`src/rtl/fwd_hazard_unit.sv`:
```
// fwd_hazard_unit: operand forwarding, load-use and multicycle stalls, branch flushes, stall counter
//   clk, rst_n           : clock, synchronous active-low reset
//   i_id_rs/i_id_src_used: ID source indices and read flags (load-use detection)
//   i_ex_*               : EX source indices, destination, load/multicycle/write flags
//   i_branch_taken       : branch/jump resolved taken in EX
//   i_mem_*/i_wb_*       : MEM and WB destination and write enables (forwarding sources)
//   o_fwd_sel            : per-operand select, 00 regfile, 10 MEM, 01 WB
//   o_stall_*/o_flush_*  : pipeline register holds and bubbles
//   o_mc_busy            : multicycle op still occupying EX
//   o_stall_cycles       : saturating count of cycles with o_stall_id high
module fwd_hazard_unit #(
  parameter int REG_AW = 5,
  parameter int N_SRC  = 2,
  parameter int MC_LAT = 3,
  parameter int CNT_W  = 32
) (
  input  logic                    clk,
  input  logic                    rst_n,
  input  logic [N_SRC*REG_AW-1:0] i_id_rs,
  input  logic [N_SRC-1:0]        i_id_src_used,
  input  logic [N_SRC*REG_AW-1:0] i_ex_rs,
  input  logic                    i_ex_valid,
  input  logic [REG_AW-1:0]       i_ex_rd,
  input  logic                    i_ex_reg_write,
  input  logic                    i_ex_mem_read,
  input  logic                    i_ex_multi,
  input  logic                    i_branch_taken,
  input  logic [REG_AW-1:0]       i_mem_rd,
  input  logic                    i_mem_reg_write,
  input  logic [REG_AW-1:0]       i_wb_rd,
  input  logic                    i_wb_reg_write,
  output logic [N_SRC*2-1:0]      o_fwd_sel,
  output logic                    o_stall_if,
  output logic                    o_stall_id,
  output logic                    o_stall_ex,
  output logic                    o_flush_id,
  output logic                    o_flush_ex,
  output logic                    o_flush_mem,
  output logic                    o_mc_busy,
  output logic [CNT_W-1:0]        o_stall_cycles
);
  localparam int MC_W = (MC_LAT > 2) ? $clog2(MC_LAT - 1) : 1;
  typedef enum logic {IDLE, BUSY} state_t;
  state_t           r_state, w_state_nxt;
  logic [MC_W-1:0]  r_mc_cnt, w_mc_cnt_nxt;
  logic [CNT_W-1:0] r_stall_cycles;
  logic [N_SRC-1:0] w_lu_src;
  logic             w_lu, w_mc_start, w_mc_stall, w_br, w_lu_eff;
  for (genvar g = 0; g < N_SRC; g++) begin : g_src
    logic [REG_AW-1:0] w_ex_rs, w_id_rs;
    logic              w_mem_hit, w_wb_hit;
    assign w_ex_rs   = i_ex_rs[g*REG_AW +: REG_AW];
    assign w_id_rs   = i_id_rs[g*REG_AW +: REG_AW];
    assign w_mem_hit = i_mem_reg_write & (|w_ex_rs) & (w_ex_rs == i_mem_rd);
    assign w_wb_hit  = i_wb_reg_write & (|w_ex_rs) & (w_ex_rs == i_wb_rd);
    assign w_lu_src[g] = i_id_src_used[g] & (w_id_rs == i_ex_rd);
    assign o_fwd_sel[2*g +: 2] = !rst_n ? 2'b00 : w_mem_hit ? 2'b10 : w_wb_hit ? 2'b01 : 2'b00;
  end
  assign w_lu       = i_ex_valid & i_ex_mem_read & i_ex_reg_write & (|i_ex_rd) & (|w_lu_src);
  assign w_mc_start = (r_state == IDLE) & i_ex_valid & i_ex_multi & (MC_LAT > 1);
  // the start cycle itself stalls, so BUSY only stalls while cycles remain after it
  assign w_mc_stall = w_mc_start | ((r_state == BUSY) & (r_mc_cnt != '0));
  assign w_br       = i_branch_taken & i_ex_valid & ~w_mc_stall;
  assign w_lu_eff   = w_lu & ~w_mc_stall & ~w_br;
  always_comb begin
    w_state_nxt  = r_state;
    w_mc_cnt_nxt = r_mc_cnt;
    if (w_mc_start) begin
      w_state_nxt  = BUSY;
      w_mc_cnt_nxt = MC_W'(MC_LAT - 2);
    end else if (r_state == BUSY) begin
      if (r_mc_cnt != '0) w_mc_cnt_nxt = r_mc_cnt - 1'b1;
      else w_state_nxt = IDLE;
    end
  end
  always_ff @(posedge clk) begin
    if (!rst_n) begin
      r_state        <= IDLE;
      r_mc_cnt       <= '0;
      r_stall_cycles <= '0;
    end else begin
      r_state  <= w_state_nxt;
      r_mc_cnt <= w_mc_cnt_nxt;
      if (o_stall_id && !(&r_stall_cycles)) r_stall_cycles <= r_stall_cycles + 1'b1;
    end
  end
  assign o_stall_if     = rst_n & (w_mc_stall | w_lu_eff);
  assign o_stall_id     = rst_n & (w_mc_stall | w_lu_eff);
  assign o_stall_ex     = rst_n & w_mc_stall;
  assign o_flush_mem    = rst_n & w_mc_stall;
  assign o_flush_id     = rst_n & w_br;
  assign o_flush_ex     = rst_n & (w_br | w_lu_eff);
  assign o_mc_busy      = rst_n & (r_state == BUSY);
  assign o_stall_cycles = r_stall_cycles;
endmodule

```
`config.mk`:
```
export PLATFORM = sky130hd
export DESIGN_NAME = fwd_hazard_unit
export DESIGN_NICKNAME = d
export VERILOG_FILES = /design/src/rtl/fwd_hazard_unit.sv
export SDC_FILE = /design/constraint.sdc
export NUM_CORES = 1
export LEC_CHECK = 0
export ABC_AREA = 1
export CORE_AREA = 2 2 81 83
export CTS_CLUSTER_DIAMETER = 40
export DETAILED_ROUTE_END_ITERATION = 8
export DIE_AREA = 0 0 83 85
export PLACE_DENSITY_LB_ADDON = 0.05
export SLEW_MARGIN = 0
export SYNTH_ARGS = -nofsm -noshare
export SYNTH_HDL_FRONTEND = slang
export SYNTH_SLANG_ARGS = --single-unit
export TNS_END_PERCENT = 100
```
`constraint.sdc`:
```
create_clock -name clk -period 2.2 [get_ports clk]
set_input_delay 0.33 -clock clk [delete_from_list [all_inputs] [get_ports clk]]
set_output_delay 0.33 -clock clk [all_outputs]
set_load 0.01 [all_outputs]
```
Yosys cells after proc, flatten, opt, wreduce, memory -nomap -nowiden
Cells that the tools add are included.
{"block": "classes", "bitwise": 32, "reduce_logical": 8, "n_addsub": 2, "eq_ne": 6, "mux": 12}
{"operator": "32-bit by 1-bit adder with 32-bit output (second input constant)", "count": 1}
{"operator": "32-bit AND reduction", "count": 1}
{"operator": "5-bit equality test", "count": 6}
{"operator": "1-bit AND", "count": 26}
{"operator": "5-bit OR reduction", "count": 3}
{"operator": "1-bit two-way mux", "count": 8}
{"operator": "2-bit two-way mux", "count": 4}
{"operator": "1-bit NOT", "count": 3}
{"operator": "1-bit OR", "count": 3}
{"operator": "2-bit nonzero test", "count": 1}
{"operator": "2-bit OR reduction", "count": 1}
{"operator": "1-bit logical AND", "count": 1}
{"operator": "1-bit zero test", "count": 1}
{"operator": "1-bit subtractor (second input constant)", "count": 1}
{"block": "totals", "ff_bits": 34, "output_inout_bits": 43}

Depth between registers and ports, before layout
Gate-level depths: netlist of run 1.
{"block": "depth", "depth_word": 11, "ltp_mapped": 13, "mapped_depth_nobuf": 12}

Worst setup path after synthesis of run 1
Ideal clock, no wire load.
{"block": "synth_path", "kind": "register to register", "from": "register r_stall_cycles[0] (netlist: o_stall_cycles[0])", "to": "register r_stall_cycles[10] (netlist: o_stall_cycles[10])", "synth_period_minus_slack_ns": 1.842, "path_slack_ns": 0.358, "setup_time_ns": 0.132, "required_ns": 2.068, "path_stages_with_launch": 11, "t_arrival_ns": 1.710, "path_cell_list": "dfxtp_1 > ha_1 > buf_2 > nand3_2 > nor2_4 > nand3_2 > nor2_2 > nand3_4 > clkbuf_1 > nand4_1 > a21oi_1"}
{"block": "synth_via", "elab_chain_cells": 3, "word_cells_on_any_way": 4, "classes_between": "1 x add/sub; 3 x reduce/logical"}
{"item": "from (decl)", "line": "46", "text": "logic [CNT_W-1:0] r_stall_cycles;"}
{"item": "from (signal assigned)", "line": "84", "text": "if (o_stall_id && !(&r_stall_cycles)) r_stall_cycles <= r_stall_cycles + 1'b1;"}
{"item": "parallel branches: the longest is 3 deep, another holds 32-bit by 1-bit adder with 32-bit output"}
Several ways; the timed one is not identified.
A chain may end at the register's enable or synchronous reset.

Worst setup path in the final report of run 1
{"block": "layout_path", "from": "input i_mem_rd[2]", "to": "output o_fwd_sel[3]"}
{"block": "layout_via", "elab_chain_cells": 4}
{"item": "from (decl)", "line": "28", "text": "input logic [REG_AW-1:0] i_mem_rd,"}
{"item": "5-bit equality test", "line": "54", "text": "assign w_mem_hit = i_mem_reg_write & (|w_ex_rs) & (w_ex_rs == i_mem_rd);"}
{"item": "1-bit AND", "line": "54"}
{"item": "2-bit two-way mux (2 in a row)", "line": "57", "text": "assign o_fwd_sel[2*g +: 2] = !rst_n ? 2'b00 : w_mem_hit ? 2'b10 : w_wb_hit ? 2'b01 : 2'b00;"}
{"item": "to (decl)", "line": "32", "text": "output logic [N_SRC*2-1:0] o_fwd_sel,"}
Every way passes these cells.

==> out/metrics.csv, run 1 <==
metric;value;unit
max-cap-violations;0;
grt_usage;0.250;
dpl.cell_count;662;
place_worst_setup_slack;-0.271;ns
maxSlewViolCount;0;
netlist_top_cells_count;nand2_1 (175), nor2_1 (77), inv_1 (37);
yosysSeqAreaShare;0.236;
cts_num_sinks;34;
met2_usage;0.452;
fin_util;0.644;
hp-class;reg -> reg;
die_w;83;µm
areaGrowthSynthToFinish;38.6;%
route.antenna.remaining_nets;0;
muxShareOfSynthArea;0;
fin_cells;670;
grt_use_met1;0.301;
ctsHtreeMaxLevel;2;
layout-drive-gt1-share;0.0877;
synth_area;2880;µm²
status;finished clean;
max_slew.worst_pin.slew;0.408;ns
io_buffers;88;
synth_xor_area_frac;0.0668;
drt_first_pass_iters;4;
setup_ws;0.0924;ns
synth_top_cell_area_share;0.236;
grt_pass1_wl;14600;µm
pwr-share-comb;0.189;
clk_pin_slew;0.07;ns
worstPathRequired;1.87;ns
grt_use_met3;0.0438;
diodes;0;
slew_headroom;0.727;
r2r_end;o_stall_cycles[12];
cts_hold_buffers;0;
grt_max_degree;35;
core-area;6200;µm²
pwr-share-seq;0.420;
crit_slowest_cell;clkdlybuf4s50_1;
place_hpwl;6820;µm
gr-total-overflow;0;
synth_compound_area_frac;0.0855;
dieArea;7060;µm²
drt-total-wl;8710;µm
finalSetupViolCount;0;
hold_violations;0;
hold_ws;0.479;ns
crit_start;i_mem_rd[2];
yosysMostFrequentCell;nand2_1;
grt_setup_unrepaired;no;
swShare;0.264;
grt_pass1_vias;3205;
rrSetupSlack;0.24;ns
grt-busiest-layer;met2;
synth_top_family_by_area;simple AND/OR/NAND/NOR gates;
drc;0;
internal-power;1.09;mW
cp-start-kind;primary input;
power.switching;393;µW
total_power;1.49;mW
pwr-share-clk;0.391;
syn_avg_cell_area;5.80;µm²
fmax;474;MHz
synth_ff_type;dfxtp_1;
finClkSkew;0.00551;ns
ys_ff_latch;34;
synth_edf_count;0;
crit_path_end_kind;output pin;
cp.arrival;1.78;ns
die_y;85;µm
nets;639;
cts_made_buffers;5;
synth.distinct_cells;36;
drtIter0Drc;135;
crit_type;in -> out;
reg2reg_depth;10;
yosys_warnings;0;
irDropWorstVdd;0.000295;V
root_buffer;clkbuf_8;
std_cell_rows;29;
cts_tree;built;
synth_fa_ha_area_frac;0.00434;
syn-instance-count;497;
worstSetupEndpoint;o_fwd_sel[3];
r2r_start;o_stall_cycles[0];
max_stage_delay;0.53;ns
powerDensity;372;nW/µm²
leakagePower;1.62;nW
via_per_inst;5.14;
synth_area_leaders;dfxtp_1 (24%), nand2_1 (23%), nor2_1 (10%), nand4_1 (6.7%), a21oi_1 (5.2%);
async_reset_ff_frac;0;
gp_congestion;0.969;
period_share;0.958;
antenna_found_initial;0;
syn_nets;544;
yosys.area_share.simple;0.513;
yosys.area.top_type;dfxtp_1;
num_vias;3446;
min_path_cells;1;
drt-wirelength-per-cell;13.0;µm
insertion_delay;0.29;ns
crit_chain;clkdlybuf4s50_1 > inv_1 > nand2_1 > o2111ai_1 > nor3_2 > nand3_1 > nor2_1 > dlygate4sd2_1;
cts_setup_buffers;0;
cp_max_fo;3;
io_pins;89;
cts_buffer_depth;2;
start_util;0.465;
finalCriticalPeriod;2.11;ns
## worst min path at each step
| stage | from | to | slack, ns |
|---|---|---|---|
| finish | r_state | r_mc_cnt | 0.48 |
| CTS | r_state | r_mc_cnt | 0.48 |
| detailed placement | r_state | r_mc_cnt | 0.47 |
| global route | r_state | r_mc_cnt | 0.51 |
| floorplan | r_state | r_mc_cnt | 0.44 |
| global placement | r_state | r_mc_cnt | 0.46 |
## cells in the final DEF (no fill, tap or decap), drive strengths merged, types with 3 or more instances in the layout
cell type / instances
nor2: 82
dlygate4sd2: 5
nand4: 31
o21ai: 4
nand3: 16
dfxtp: 34
buf: 18
nor3: 7
a21oi: 30
nand3b: 14
clkdlybuf4s50: 75
dlymetal6s2s: 3
inv: 44
xor2: 17
clkinv: 3
xnor2: 5
and3: 3
clkbuf: 10
nand2: 177
## state kept, by name, indices dropped and copies added (netlist names)
signal          count
o_stall_cycles     32
r_mc_cnt            1
r_state             1
## metal layers
layer | routed length, µm | vias up
met5 | 0 | -
met4 | 171 | 0
met3 | 379 | 10
met2 | 4270 | 85
met1 | 3890 | 1549
li1 | - | 1802
## critical path: cells and delay by family
family	cells	cell delay, ns
buf+inv	3	0.86
simple gates	4	0.47
compound gates	1	0.12
## logic make-up (layout without fill, tap and decap cells)
group	count (synthesis)	in the layout
buf+inv	63	159
simple gates	333	333
xor+xnor	22	22
fa+ha+maj	1	1
compound gates	44	44
flops	34	34
## per-stage QoR
step	TNS (ns)	cell area, µm²
2_1_floorplan	0	2880
3_3_place_gp	-4.39	3890
3_5_place_dp	-5.73	3890
4_1_cts	0	4000
5_1_grt	0	4000
6_report	0	4000
## layout make-up
cell class,count,area [µm²]
multi-input combinational,400,1950
timing repair buffer,106,996
clock inverter,3,40.0
tap,77,96.3
inverter,45,169
clock buffer,5,68.8
sequential,34,681
fill,622,2210
## power by group through the flow
stage          combinational, mW  sequential, mW  clock [mW]
3_5_place_dp               0.283           0.638           0
2_1_floorplan              0.129           0.638           0
6_report                   0.281           0.624       0.582
5_1_grt                    0.310           0.625       0.609
3_3_place_gp               0.279           0.638           0
4_1_cts                    0.281           0.624       0.589
## repair_timing
| action | 4_1_cts | 5_1_grt |
|---|---|---|
| pin swaps | 1 | 3 |
| gates cloned | 0 | 0 |
| endpoints found under the setup margin | 10 | 30 |
| gates resized for setup | 12 | 16 |
No activity file was read; power rests on OpenSTA's default activity.
==> inputs of run 2 (changes only) <==
- SLEW_MARGIN: 0 -> 20
==> results of run 2 <==
The final DEF is identical to that of run 1; final timing and power are the same.
